--- config.mk ---
export PLATFORM = sky130hd
export DESIGN_NAME = uart_rx_ctrl
export DESIGN_NICKNAME = d
export VERILOG_FILES = /design/src/rtl/uart_rx_ctrl.sv
export SDC_FILE = /design/constraint.sdc
export NUM_CORES = 1
export LEC_CHECK = 0
export BUFFER_PORTS_ARGS = -buffer_cell sky130_fd_sc_hd__buf_4
export CAP_MARGIN = 20
export CELL_PAD_IN_SITES_DETAIL_PLACEMENT = 1
export CELL_PAD_IN_SITES_GLOBAL_PLACEMENT = 2
export CORE_UTILIZATION = 31
export CTS_CLUSTER_SIZE = 16
export DETAILED_ROUTE_END_ITERATION = 10
export GPL_TIMING_DRIVEN = 0
export PLACE_DENSITY = 0.81
export SETUP_SLACK_MARGIN = 0.5
export SYNTH_ARGS = -nofsm -noshare
export SYNTH_HDL_FRONTEND = slang
export SYNTH_SLANG_ARGS = --single-unit
export TNS_END_PERCENT = 5
--- constraint.sdc ---
create_clock -name i_clk -period 2.7 [get_ports i_clk]
set_clock_uncertainty 0.2 [all_clocks]
set_input_delay 0.27 -clock i_clk [delete_from_list [all_inputs] [get_ports i_clk]]
set_output_delay 0.27 -clock i_clk [all_outputs]
set_load 0.03 [all_outputs]
--- src/rtl/uart_rx_ctrl.sv ---
// uart_rx_ctrl: memory-mapped receive controller between the UART receiver and the
// CPU data-memory bus. Captures received bytes into a small FIFO and exposes DATA,
// STATUS and CTRL registers. Overrun is sticky, and the interrupt is a level output.
// Optional feature macro: UART_RX_CTRL_IRQ_EN
//   defined   -> irq_en register in CTRL bit0, o_irq driven
//   undefined -> no irq_en logic, CTRL bit0 reads 0, o_irq tied low
module uart_rx_ctrl #(
    parameter int unsigned DEPTH = 4
) (
    input  logic        i_clk,
    input  logic        i_reset,
    input  logic [7:0]  i_rx_data,
    input  logic        i_rx_status,
    input  logic [3:0]  i_addr,
    input  logic        i_rd_en,
    input  logic        i_wr_en,
    input  logic [31:0] i_wdata,
    output logic [31:0] o_rdata,
    output logic        o_irq
);

    localparam int unsigned AW = $clog2(DEPTH);
    localparam int unsigned CW = AW + 1;
    localparam logic [CW-1:0] DepthC  = CW'(DEPTH);
    localparam logic [CW-1:0] LastPtr = CW'(DEPTH - 1);
    localparam logic [CW-1:0] OneC    = CW'(1);

    localparam logic [1:0] SelData   = 2'd0;
    localparam logic [1:0] SelStatus = 2'd1;
    localparam logic [1:0] SelCtrl   = 2'd2;

    // State
    logic [7:0]    r_mem [DEPTH];
    logic [CW-1:0] r_wr_ptr;
    logic [CW-1:0] r_rd_ptr;
    logic [CW-1:0] r_count;
    logic          r_overrun;
    logic          r_rx_status_d;

    // Decode and control
    logic [1:0]    w_sel;
    logic          w_empty;
    logic          w_full;
    logic          w_push;
    logic          w_pop;
    logic          w_ctrl_wr;
    logic          w_flush;
    logic          w_clr_ovr;
    logic          w_push_ok;
    logic          w_overrun_set;
    logic          w_irq_en;
    logic [AW-1:0] w_wr_idx;
    logic [AW-1:0] w_rd_idx;
    logic [4:0]    w_count5;

    // Next-state
    logic [CW-1:0] w_wr_ptr_d;
    logic [CW-1:0] w_rd_ptr_d;
    logic [CW-1:0] w_count_d;
    logic          w_overrun_d;

    assign w_sel     = i_addr[3:2];
    assign w_empty   = (r_count == '0);
    assign w_full    = (r_count == DepthC);
    assign w_wr_idx  = r_wr_ptr[AW-1:0];
    assign w_rd_idx  = r_rd_ptr[AW-1:0];
    assign w_count5  = 5'(r_count);

    // Rising-edge detect so a wide strobe pushes exactly once
    assign w_push    = i_rx_status & ~r_rx_status_d;
    assign w_pop     = i_rd_en && (w_sel == SelData) && !w_empty;
    assign w_ctrl_wr = i_wr_en && (w_sel == SelCtrl);
    assign w_flush   = w_ctrl_wr && i_wdata[2];
    assign w_clr_ovr = w_ctrl_wr && i_wdata[1];

    // A pop in the same cycle frees a slot, so a push at full still lands
    assign w_push_ok     = w_push && !w_flush && (!w_full || w_pop);
    // Flush drops the byte silently rather than flagging it as overrun
    assign w_overrun_set = w_push && !w_flush && w_full && !w_pop;

    // Pointer, count and overrun next-state
    always_comb begin
        w_wr_ptr_d  = r_wr_ptr;
        w_rd_ptr_d  = r_rd_ptr;
        w_count_d   = r_count;
        w_overrun_d = r_overrun;
        if (w_flush) begin
            w_wr_ptr_d = '0;
            w_rd_ptr_d = '0;
            w_count_d  = '0;
        end else begin
            if (w_push_ok) begin
                w_wr_ptr_d = (r_wr_ptr == LastPtr) ? '0 : r_wr_ptr + OneC;
            end
            if (w_pop) begin
                w_rd_ptr_d = (r_rd_ptr == LastPtr) ? '0 : r_rd_ptr + OneC;
            end
            w_count_d = r_count + CW'(w_push_ok) - CW'(w_pop);
        end
        // Set beats clear when both happen in one cycle
        if (w_overrun_set) begin
            w_overrun_d = 1'b1;
        end else if (w_clr_ovr) begin
            w_overrun_d = 1'b0;
        end
    end

    // Control state register; strobe history forced high in reset to block a push on release
    always_ff @(posedge i_clk) begin
        if (i_reset) begin
            r_wr_ptr      <= '0;
            r_rd_ptr      <= '0;
            r_count       <= '0;
            r_overrun     <= 1'b0;
            r_rx_status_d <= 1'b1;
        end else begin
            r_wr_ptr      <= w_wr_ptr_d;
            r_rd_ptr      <= w_rd_ptr_d;
            r_count       <= w_count_d;
            r_overrun     <= w_overrun_d;
            r_rx_status_d <= i_rx_status;
        end
    end

    // FIFO storage write; contents are not reset
    always_ff @(posedge i_clk) begin
        if (!i_reset && w_push_ok) begin
            r_mem[w_wr_idx] <= i_rx_data;
        end
    end

`ifdef UART_RX_CTRL_IRQ_EN
    logic r_irq_en;
    logic r_irq;
    logic w_irq_en_d;

    assign w_irq_en_d = w_ctrl_wr ? i_wdata[0] : r_irq_en;
    assign w_irq_en   = r_irq_en;
    assign o_irq      = r_irq;

    // Interrupt enable and level request, computed from post-edge state
    always_ff @(posedge i_clk) begin
        if (i_reset) begin
            r_irq_en <= 1'b0;
            r_irq    <= 1'b0;
        end else begin
            r_irq_en <= w_irq_en_d;
            r_irq    <= w_irq_en_d & (w_count_d != '0);
        end
    end
`else
    assign w_irq_en = 1'b0;
    assign o_irq    = 1'b0;
`endif

    // Load data mux; zero whenever no load is in progress
    always_comb begin
        o_rdata = '0;
        if (i_rd_en) begin
            case (w_sel)
                SelData: begin
                    if (!w_empty) begin
                        o_rdata = {24'b0, r_mem[w_rd_idx]};
                    end
                end
                SelStatus: o_rdata = {24'b0, w_count5, r_overrun, w_full, ~w_empty};
                SelCtrl:   o_rdata = {31'b0, w_irq_en};
                default:   o_rdata = '0;
            endcase
        end
    end

    // Address LSBs and upper store bits have no function
    logic w_unused;
    assign w_unused = ^{i_addr[1:0], i_wdata[31:3], i_wdata[0]};

endmodule
==> results.sh, run 1 <==
export IMPL_status="complete, but fails checks"
export IMPL_violations="DRC"
export IMPL_dp_cells=275
export IMPL_reg2reg_depth=9
export IMPL_worstSkewPairLatency_ps=300
export IMPL_rows=29
export IMPL_min_delay_start="i_reset"
export IMPL_synth_area_sq_um=2126
export IMPL_finalPower_mw=1.618
export IMPL_avgSynthCellArea_sq_um=14.27
export IMPL_cts_tree="done"
export IMPL_critical_path_required_ps=2700
export IMPL_ioPinCount=82
export IMPL_p_sw_share_pct=23.61
export IMPL_route_detailed_drc=2
export IMPL_crit_path_end_kind="register"
export IMPL_cts_root_buf="clkbuf_8"
export IMPL_seqPwrFrac_pct=47.1
export IMPL_drv_cap=0
export IMPL_worstReg2RegEnd="r_count[2]"
export IMPL_powerDensity_nw_per_um2=569.3
export IMPL_drt_pass1_iterations=9
export IMPL_die_y_microns=84.81
export IMPL_antenna_found_initial=0
export IMPL_rrSetupSlack_ps=340
export IMPL_grt_first_pass_wirelength_microns=7210
export IMPL_worstHoldPathCells=2
export IMPL_power_switching_mw=0.3821
export IMPL_cpMostUsedCell="ha_4"
export IMPL_drive_gt1_share_pct=42.08
export IMPL_ys_ff_latch=45
export IMPL_p_comb_share_pct=16.1
export IMPL_final_cells=298
export IMPL_cpPeakStageDelay_ps=410
export IMPL_worst_hold_slack_ps=19.70
export IMPL_ir_worst_vdd_mv=0.3079
export IMPL_timing_fmax_ghz=0.4242
export IMPL_worstMarginPinSlew_ps=885.5
export IMPL_critPathKind="reg -> reg"
export IMPL_start_kind="register"
export IMPL_hpwl_microns=3179
export IMPL_hold_end="r_overrun"
export IMPL_synth_distinct_cells=36
export IMPL_drt_iter0_drc=104
export IMPL_synthCells=149
export IMPL_path_cells="or3b_4 > o211ai_4 > ha_4 > inv_2 > ha_4 > fa_2 > xnor2_2 > xnor2_1 > nor2_1"
export IMPL_initial_core_util_pct=32.73
export IMPL_numPortBuffers=24
export IMPL_critPathSlowestCell="or3b_4"
export IMPL_clock_path_buffers=2
export IMPL_setup_viol_count_final=0
export IMPL_cts_buffers_inserted=5
export IMPL_wl_per_cell_microns=15.58
export IMPL_routabilityCongestion=0.7080
export IMPL_route_vias_total=1350
export IMPL_wirelength_microns=4643
export IMPL_synth_seq_area_share_pct=57.45
export IMPL_dp_slack_ps=-12.67
export IMPL_die_w_microns=84.81
export IMPL_worstPathArrival_ps=2360
export IMPL_antennaDiodeCount=0
export IMPL_h_tree_depth=2
export IMPL_hold_viol_final=0
export IMPL_finalCriticalPeriod_ps=2357
export IMPL_report_final_slew_viol_count=0
export IMPL_relSlewSlack_pct=40.71
export IMPL_yosys_warnings=0
export IMPL_grt_overflow_total=0
export IMPL_fin_ws_ps=342.8
export IMPL_cp_max_fo=4
export IMPL_post_drt_via_cell_ratio=4.530
export IMPL_hp_class="in -> reg"
export IMPL_worstReg2RegStart="r_count[0]"
export IMPL_clkPwrFrac_pct=36.8
export IMPL_rsz0062_at_grt="true"
export IMPL_core_sq_um=6495
export IMPL_clkTransAtPathRegs_ps=90
export IMPL_p_int_mw=1.236
export IMPL_timing_final_crit_share_pct=87.30
export IMPL_p_leak_nw=1.143
export IMPL_grt_usage_pct=13.72
export IMPL_grt_max_degree=15
export IMPL_nets=277
export IMPL_area_delta_synth_final_pct=33.73
export IMPL_clock_sinks=45
export IMPL_fp_dieArea_sq_um=7193
export IMPL_drtAntennaViolNets=0
export IMPL_grt_pass1_vias=1322
## timing repair
item	in CTS	in global routing
hold buffers	9	0
pin swaps	8	6
gates resized for setup	11	0
endpoints found under the setup margin	24	38
hold endpoints to repair	33	0
setup buffers	4	2
## critical path: cells and delay by family, from the launching register on
kind / cells / cell delay [ps]
AOI/OAI and AO/OA: 1 / 230
xor gates and xnor gates: 2 / 290
adders and majority gates: 3 / 660
buffers and inverters: 1 / 40
DFF: 1 / 370
and+or+nand+nor: 2 / 460
## power by group through the flow
stage,Clock (mW),Combinational (mW),Sequential (mW)
finish,0.596,0.260,0.762
global route,0.633,0.278,0.764
detailed placement,0,0.217,0.780
CTS,0.602,0.254,0.762
floorplan,0,0.160,0.776
global placement,0,0.211,0.779
## placed cells by master (no fill, tap or decap), drive strengths merged, types with 3 or more instances in the layout
| cell type | n |
|---|---|
| nand4b | 4 |
| buf | 57 |
| a21oi | 4 |
| nor3b | 4 |
| and3 | 4 |
| a22o | 4 |
| nor2 | 4 |
| dfxtp | 13 |
| nand3 | 3 |
| dlygate4sd3 | 9 |
| conb | 25 |
| nand4 | 3 |
| edfxtp | 32 |
| inv | 6 |
| clkbuf | 7 |
| mux4 | 8 |
| ha | 7 |
## per-layer routing
metal | vias to the layer above | track usage (%) | part of all wire [%]
li1 | 647 | - | -
met1 | 662 | 16.53 | 43
met2 | 35 | 23.80 | 52
met3 | 6 | 3.016 | 3.5
met4 | 0 | 5.855 | 1.6
met5 | - | 0 | 0
## synthesized netlist by cell type, drive strengths merged
master,count,share of area (%)
nand2,2,0.35
nor2,4,1.1
and3b,1,0.41
buf,26,9.2
a32o,1,0.47
conb,1,0.18
nand3,3,0.71
mux4,8,8.5
edfxtp,32,45
nor3,2,0.47
o2111a,1,0.53
and3,4,1.2
nor2b,1,0.29
clkbuf,2,0.35
inv,6,1.1
nand2b,2,0.59
ha,7,4.1
fa,1,0.94
or3b,2,0.94
or2,1,0.29
o211ai,1,1.0
mux2i,2,0.94
clkinv,1,0.18
nand4,3,0.88
nor4b,1,0.41
a22o,4,1.6
dfxtp,13,12
nor3b,4,1.6
nand4b,4,1.6
or3,1,0.35
a21oi,4,0.94
o21ai,2,0.47
xnor2,2,0.82
## sequential cells by signal, summed over array words and instances, names as in the netlist, named ones only
signal / flops
r_mem: 32
r_rd_ptr: 3
r_overrun: 1
r_wr_ptr: 3
r_rx_status_d: 1
r_count: 3
## worst max-delay path by stage
stage | start | endpoint | slack, ps | depth (start not counted)
after floorplan | r_count[2] | r_count[2] | 320 | 9
after global placement | i_addr[3] | r_mem[1][0] | -250 | 4
after detailed placement | r_count[1] | r_count[2] | -10 | 9
after CTS | r_count[1] | r_count[2] | 350 | 9
after global routing | r_count[0] | r_count[2] | 240 | 9
final | r_count[0] | r_count[2] | 340 | 9
## kinds of logic after synthesis
family | after synthesis | synth area share, %
multiplexers | 10 | 9.417
AND/OR/NAND/NOR | 35 | 11.24
adder cells (fa/ha/maj) | 8 | 5.062
XOR/XNOR | 2 | 0.8242
flip-flops | 45 | 57.45
other | 1 | 0.1764
buffers and inverters | 35 | 10.77
AO/OA/AOI/OAI | 13 | 5.062
## stage by stage
step | cell area (sq um) | util, % | TNS (ps)
floorplan | 2228 | - | 0
global placement | 2505 | 38.57 | -5907
detailed placement | 2527 | 38.91 | -12.67
CTS | 2828 | 43.54 | 0
global route | 2843 | 43.77 | 0
finish | 2843 | 43.77 | 0
## cell type report
cell class / count / area [sq um]
fillers: 677 / 3652
flip-flops and latches: 45 / 1232
multi-input cells: 93 / 827.0
repair buffers: 40 / 322.8
plain buffers: 28 / 203.9
well taps: 77 / 96.34
clock buffers: 5 / 68.82
clock inverters: 3 / 65.06
inverters: 7 / 26.28
Note: power is estimated with default switching activity, not from simulation.
==> inputs of run 2 (changes only) <==
--- a/config.mk
+++ b/config.mk
@@ -9,12 +9,14 @@
 export CAP_MARGIN = 20
 export CELL_PAD_IN_SITES_DETAIL_PLACEMENT = 1
 export CELL_PAD_IN_SITES_GLOBAL_PLACEMENT = 2
+export CORE_ASPECT_RATIO = 0.5
 export CORE_UTILIZATION = 31
 export CTS_CLUSTER_SIZE = 16
 export DETAILED_ROUTE_END_ITERATION = 10
 export GPL_TIMING_DRIVEN = 0
 export PLACE_DENSITY = 0.81
 export SETUP_SLACK_MARGIN = 0.5
+export SLEW_MARGIN = 10
 export SYNTH_ARGS = -nofsm -noshare
 export SYNTH_HDL_FRONTEND = slang
 export SYNTH_SLANG_ARGS = --single-unit
==> run 2 against run 1 <==
The run now ends clean. Critical path depth is 2 lower. Clock power is 0.8% lower. Cell area is 0.53% higher. Hold slack better by 16 ps. Via count is 0.89% higher. Register-to-register slack better by 20 ps. Wire length is 6.8% lower. Critical endpoint is now r_count[1]. Largest power group unchanged.
==> results.sh, run 2 (synthesis gave the netlist of run 1 again) <==
export IMPL_grt_pass1_vias=1361
export IMPL_wl_per_cell_microns=13.96
export IMPL_route_vias_total=1362
export IMPL_hp_class="in -> reg"
export IMPL_final_cells=310
export IMPL_numPortBuffers=24
export IMPL_worstReg2RegEnd="r_count[1]"
export IMPL_hold_end="r_overrun"
export IMPL_core_sq_um=6331
export IMPL_hold_viol_final=0
export IMPL_die_y_microns=60.56
export IMPL_h_tree_depth=2
export IMPL_ir_worst_vdd_mv=0.3890
export IMPL_reg2reg_depth=7
export IMPL_finalPower_mw=1.608
export IMPL_area_delta_synth_final_pct=34.43
export IMPL_rows=20
export IMPL_mostFrequentLayoutCell="buf_4"
export IMPL_critPathKind="reg -> reg"
export IMPL_drt_pass1_iterations=4
export IMPL_wirelength_microns=4327
export IMPL_p_leak_nw=1.149
export IMPL_drtAntennaViolNets=0
export IMPL_grt_first_pass_wirelength_microns=6955
export IMPL_worstSkewPairLatency_ps=280
export IMPL_routabilityCongestion=0.7140
export IMPL_multi_input_area_sq_um=809.5
export IMPL_antennaDiodeCount=0
export IMPL_grt_max_degree=16
export IMPL_dp_cells=285
export IMPL_die_w_microns=119.1
export IMPL_drv_cap=0
export IMPL_report_final_slew_viol_count=0
export IMPL_initial_core_util_pct=33.58
export IMPL_top_register="r_mem"
export IMPL_route_detailed_drc=0
export IMPL_setup_viol_count_final=0
export IMPL_worstHoldPathCells=2
export IMPL_cts_tree="done"
export IMPL_worstReg2RegStart="r_count[0]"
export IMPL_layout_common_cells="buf_4, edfxtp_1, conb_1, dfxtp_1, dlygate4sd3_1"
export IMPL_drive_gt1_share_pct=40.99
export IMPL_timing_fmax_ghz=0.4270
export IMPL_nets=278
export IMPL_grt_usage_pct=12.91
export IMPL_cpPeakStageDelay_ps=420
export IMPL_dp_slack_ps=76.39
export IMPL_seqCellArea_sq_um=1232
export IMPL_crit_path_end_kind="register"
export IMPL_cp_top_family="adder cells"
export IMPL_cts_buffers_inserted=5
export IMPL_worst_hold_slack_ps=35.61
export IMPL_final_area_sq_um=2858
export IMPL_cp_max_fo=3
export IMPL_relSlewSlack_pct=44.75
export IMPL_rsz0062_at_grt="true"
export IMPL_worstMarginPinSlew_ps=825.2
export IMPL_largest_reg_flops=32
export IMPL_critPathSlowestCell="fa_2"
export IMPL_clkTransAtPathRegs_ps=60
export IMPL_critPathBufInv=1
export IMPL_critical_path_required_ps=2680
export IMPL_timing_final_crit_share_pct=86.73
export IMPL_status="finished clean"
export IMPL_worstPathArrival_ps=2320
export IMPL_start_kind="register"
export IMPL_rrSetupSlack_ps=360
export IMPL_post_drt_via_cell_ratio=4.394
export IMPL_fin_ws_ps=358.2
export IMPL_hpwl_microns=3119
export IMPL_ioPinCount=82
export IMPL_drt_iter0_drc=38
export IMPL_path_cells="or3b_4 > o211ai_4 > ha_1 > inv_1 > ha_2 > fa_2 > and3_1"
export IMPL_clock_path_buffers=2
export IMPL_fill_cells=652
export IMPL_fp_dieArea_sq_um=7213
export IMPL_dpl_cell_area_sq_um=2539
export IMPL_grt_overflow_total=0
export IMPL_cts_root_buf="clkbuf_16"
export IMPL_powerDensity_nw_per_um2=562.7
export IMPL_clock_sinks=45
export IMPL_min_delay_start="i_reset"
export IMPL_finalCriticalPeriod_ps=2342
export IMPL_antenna_found_initial=0
-- run 2: stage by stage --
step                      setup TNS (ps)  utilization [%]
after floorplan                        0                -
after global placement             -1959            39.78
after detailed placement               0            40.10
after CTS                              0            44.78
after global routing                   0            45.14
final                                  0            45.14
-- run 2: cell type report --
type	instances	share of cell area, %
timing repair buffer	41	11.56
clock inverter	3	0.7443
clock buffer	5	4.378
inverter	7	0.9194
sequential	45	43.13
buffer	28	7.093
multi-input combinational	93	28.33
tap	88	3.853
-- run 2: per-layer routing --
layer | share of wire [%] | GRT usage [%] | vias up
li1 | - | - | 650
met1 | 45 | 15.75 | 672
met2 | 50 | 23.75 | 38
met3 | 4.2 | 3.102 | 2
met4 | 0.28 | 3.255 | 0
met5 | 0 | 0 | -
-- run 2: what timing repair did --
item | in CTS | in global routing
hold endpoints to repair | 33 | 0
pin swaps | 5 | 4
endpoints found under the setup margin | 7 | 34
resized for setup | 7 | 0
hold buffers | 9 | 0
buffers inserted | 5 | 3
-- run 2: where the power goes --
part / internal, mW / switching [mW] / leakage (nW)
Combinational: 0.117 / 0.135 / 0.681
Clock: 0.344 / 0.247 / 0.0718
Sequential: 0.753 / 0.0128 / 0.396
-- run 2: how the worst max path moves through the flow --
stage               slack [ps]  startpoint     endpoint  cells past startpoint
floorplan                  320  r_count[2]   r_count[2]                      9
global placement           -90   i_addr[3]  r_mem[1][6]                      4
detailed placement          80   i_addr[3]   r_count[2]                     10
CTS                        330  r_count[2]   r_count[2]                      9
global route               290  r_count[2]   r_count[2]                      9
finish                     360  r_count[0]   r_count[1]                      7
==> inputs of run 3 (changes only) <==
--- a/config.mk
+++ b/config.mk
@@ -10,11 +10,11 @@
 export CELL_PAD_IN_SITES_DETAIL_PLACEMENT = 1
 export CELL_PAD_IN_SITES_GLOBAL_PLACEMENT = 2
 export CORE_ASPECT_RATIO = 0.5
-export CORE_UTILIZATION = 31
+export CORE_UTILIZATION = 34
 export CTS_CLUSTER_SIZE = 16
 export DETAILED_ROUTE_END_ITERATION = 10
 export GPL_TIMING_DRIVEN = 0
-export PLACE_DENSITY = 0.81
+export PLACE_DENSITY = 0.88
 export SETUP_SLACK_MARGIN = 0.5
 export SLEW_MARGIN = 10
 export SYNTH_ARGS = -nofsm -noshare
==> constraint.sdc (replaced) <==
create_clock -name i_clk -period 3 [get_ports i_clk]
set_clock_uncertainty 0.2 [all_clocks]
set_input_delay 0.3 -clock i_clk [delete_from_list [all_inputs] [get_ports i_clk]]
set_output_delay 0.3 -clock i_clk [all_outputs]
set_load 0.03 [all_outputs]
==> run 3 against run 2 <==
Final cell count down 6.8%. Sequential cell count is the same. Sequential power down 9.7%. Register-to-register slack improved by 230 ps. Critical path depth increased by 2. Combinational power fell by 22%. Highest routed layer unchanged.
==> results.sh, run 3 (synthesis gave the netlist of run 1 again) <==
export IMPL_route_vias_total=1310
export IMPL_p_leak_nw=1.082
export IMPL_worstSkewPairLatency_ps=280
export IMPL_hp_class="in -> reg"
export IMPL_setup_viol_count_final=0
export IMPL_finalCriticalPeriod_ps=2407
export IMPL_grtUsageMet3_pct=2.615
export IMPL_drive_gt1_share_pct=40.49
export IMPL_cts_tree="done"
export IMPL_grt_usage_pct=14.22
export IMPL_start_kind="register"
export IMPL_grt_util_met1_pct=17.81
export IMPL_timing_fmax_ghz=0.4155
export IMPL_finalPower_mw=1.495
export IMPL_drv_cap=0
export IMPL_grt_pass1_vias=1337
export IMPL_rows=19
export IMPL_route_detailed_drc=0
export IMPL_ir_worst_vdd_mv=0.3233
export IMPL_globalRouteMet2Util_pct=25.44
export IMPL_fill_cells=603
export IMPL_fp_dieArea_sq_um=6592
export IMPL_cp_max_fo=7
export IMPL_min_delay_start="i_rx_status"
export IMPL_clkTransAtPathRegs_ps=60
export IMPL_clock_path_buffers=2
export IMPL_final_cells=289
export IMPL_core_sq_um=5753
export IMPL_startpoint="r_count[2]"
export IMPL_cts_root_buf="clkbuf_16"
export IMPL_busiest_layer="met2"
export IMPL_tns_ps=0
export IMPL_worstPathArrival_ps=2370
export IMPL_drt_pass1_iterations=4
export IMPL_reg2reg_depth=9
export IMPL_worstMarginPinSlew_ps=780.4
export IMPL_report_final_slew_viol_count=0
export IMPL_antenna_found_initial=0
export IMPL_area_delta_synth_final_pct=27.66
export IMPL_drtAntennaViolNets=0
export IMPL_numPortBuffers=24
export IMPL_relSlewSlack_pct=47.74
export IMPL_initial_core_util_pct=36.95
export IMPL_worstReg2RegStart="r_count[2]"
export IMPL_grt_max_degree=15
export IMPL_largest_reg_flops=32
export IMPL_hold_viol_final=0
export IMPL_critPathKind="reg -> reg"
export IMPL_nets=262
export IMPL_drt_iter0_drc=55
export IMPL_powerDensity_nw_per_um2=550.8
export IMPL_cts_buffers_inserted=5
export IMPL_rrSetupSlack_ps=590
export IMPL_dp_cells=281
export IMPL_worstReg2RegEnd="r_count[2]"
export IMPL_wirelength_microns=4239
export IMPL_seqCellArea_sq_um=1227
export IMPL_post_drt_via_cell_ratio=4.533
export IMPL_antennaDiodeCount=0
export IMPL_grt_first_pass_wirelength_microns=6900
export IMPL_status="finished clean"
export IMPL_rsz0062_at_grt="true"
export IMPL_timing_final_crit_share_pct=80.23
export IMPL_worstHoldPathCells=2
export IMPL_critical_path_required_ps=2960
export IMPL_clock_sinks=45
export IMPL_hpwl_microns=3037
export IMPL_multi_input_area_sq_um=800.8
export IMPL_layout_common_cells="buf_4, edfxtp_1, conb_1, dfxtp_1, mux4_2"
export IMPL_die_w_microns=113.8
export IMPL_crit_path_end_kind="register"
export IMPL_hold_end="r_rx_status_d"
export IMPL_grt_overflow_total=0
export IMPL_die_y_microns=57.91
export IMPL_mostFrequentLayoutCell="buf_4"
export IMPL_h_tree_depth=2
export IMPL_top_register="r_mem"
export IMPL_routabilityCongestion=0.6599
export IMPL_ioPinCount=82
export IMPL_wl_per_cell_microns=14.67
[run 3: cell count changes in the layout (fill, tap and decap cells not counted), sizes merged]
cell	previous run	this run
buf	58	51
clkinv	3	1
bufinv	0	1
dlygate4sd3	9	0
[run 3: stage by stage]
step	worst slack [ps]	hold slack, ps	area, sq um	utilization, %
after floorplan	560.3	169.1	2216	-
after global placement	202.2	231.9	2501	43.48
after detailed placement	323.8	237.7	2521	43.82
after CTS	514.7	8.426	2700	46.93
after global routing	488.9	12.62	2714	47.17
final	593.1	12.42	2714	47.17
[run 3: worst max path at each step]
| stage | end | slack (ps) | cells after the start |
|---|---|---|---|
| finish | r_count[2] | 590 | 9 |
| global route | o_rdata[0] | 490 | 5 |
| CTS | r_count[2] | 510 | 9 |
| detailed placement | r_count[2] | 320 | 9 |
| global placement | r_mem[2][0] | 200 | 4 |
| floorplan | r_count[2] | 560 | 9 |
[run 3: per-layer routing]
metal | up-vias | part of all wire (%)
met4 | 0 | 1.1
li1 | 617 | -
met2 | 38 | 50
met5 | - | 0
met3 | 4 | 3.2
met1 | 651 | 46
[run 3: power breakdown]
part	total [mW]	switching, mW	internal (mW)	leakage, nW
sequential	0.691	0.0132	0.678	0.395
combinational	0.196	0.113	0.0828	0.607
clock	0.608	0.217	0.391	0.0803
[run 3: worst max-delay path, stage by stage (launching register included)]
cell and delay [ps]:
dfxtp_4 360, nor3_2 380, nor2_4 130, ha_1 290, inv_1 40, ha_1 180
fa_2 350, xnor2_2 150, xnor2_1 160, nor2_1 50
[run 3: timing repair]
item,4_1_cts,5_1_grt
pin swaps,1,1
endpoints found under the setup margin,2,2
buffers inserted,1,0
resized for setup,3,4
endpoints found under the hold margin,0,0
hold buffers,0,0
[run 3: final cells by class]
type / instances / area share, %
plain buffers: 28 / 7.469
clock buffers: 5 / 4.610
clock inverters: 2 / 1.429
inverters: 7 / 0.9682
multi-input cells: 93 / 29.51
flip-flops and latches: 45 / 45.23
well taps: 84 / 3.873
repair buffers: 25 / 6.916
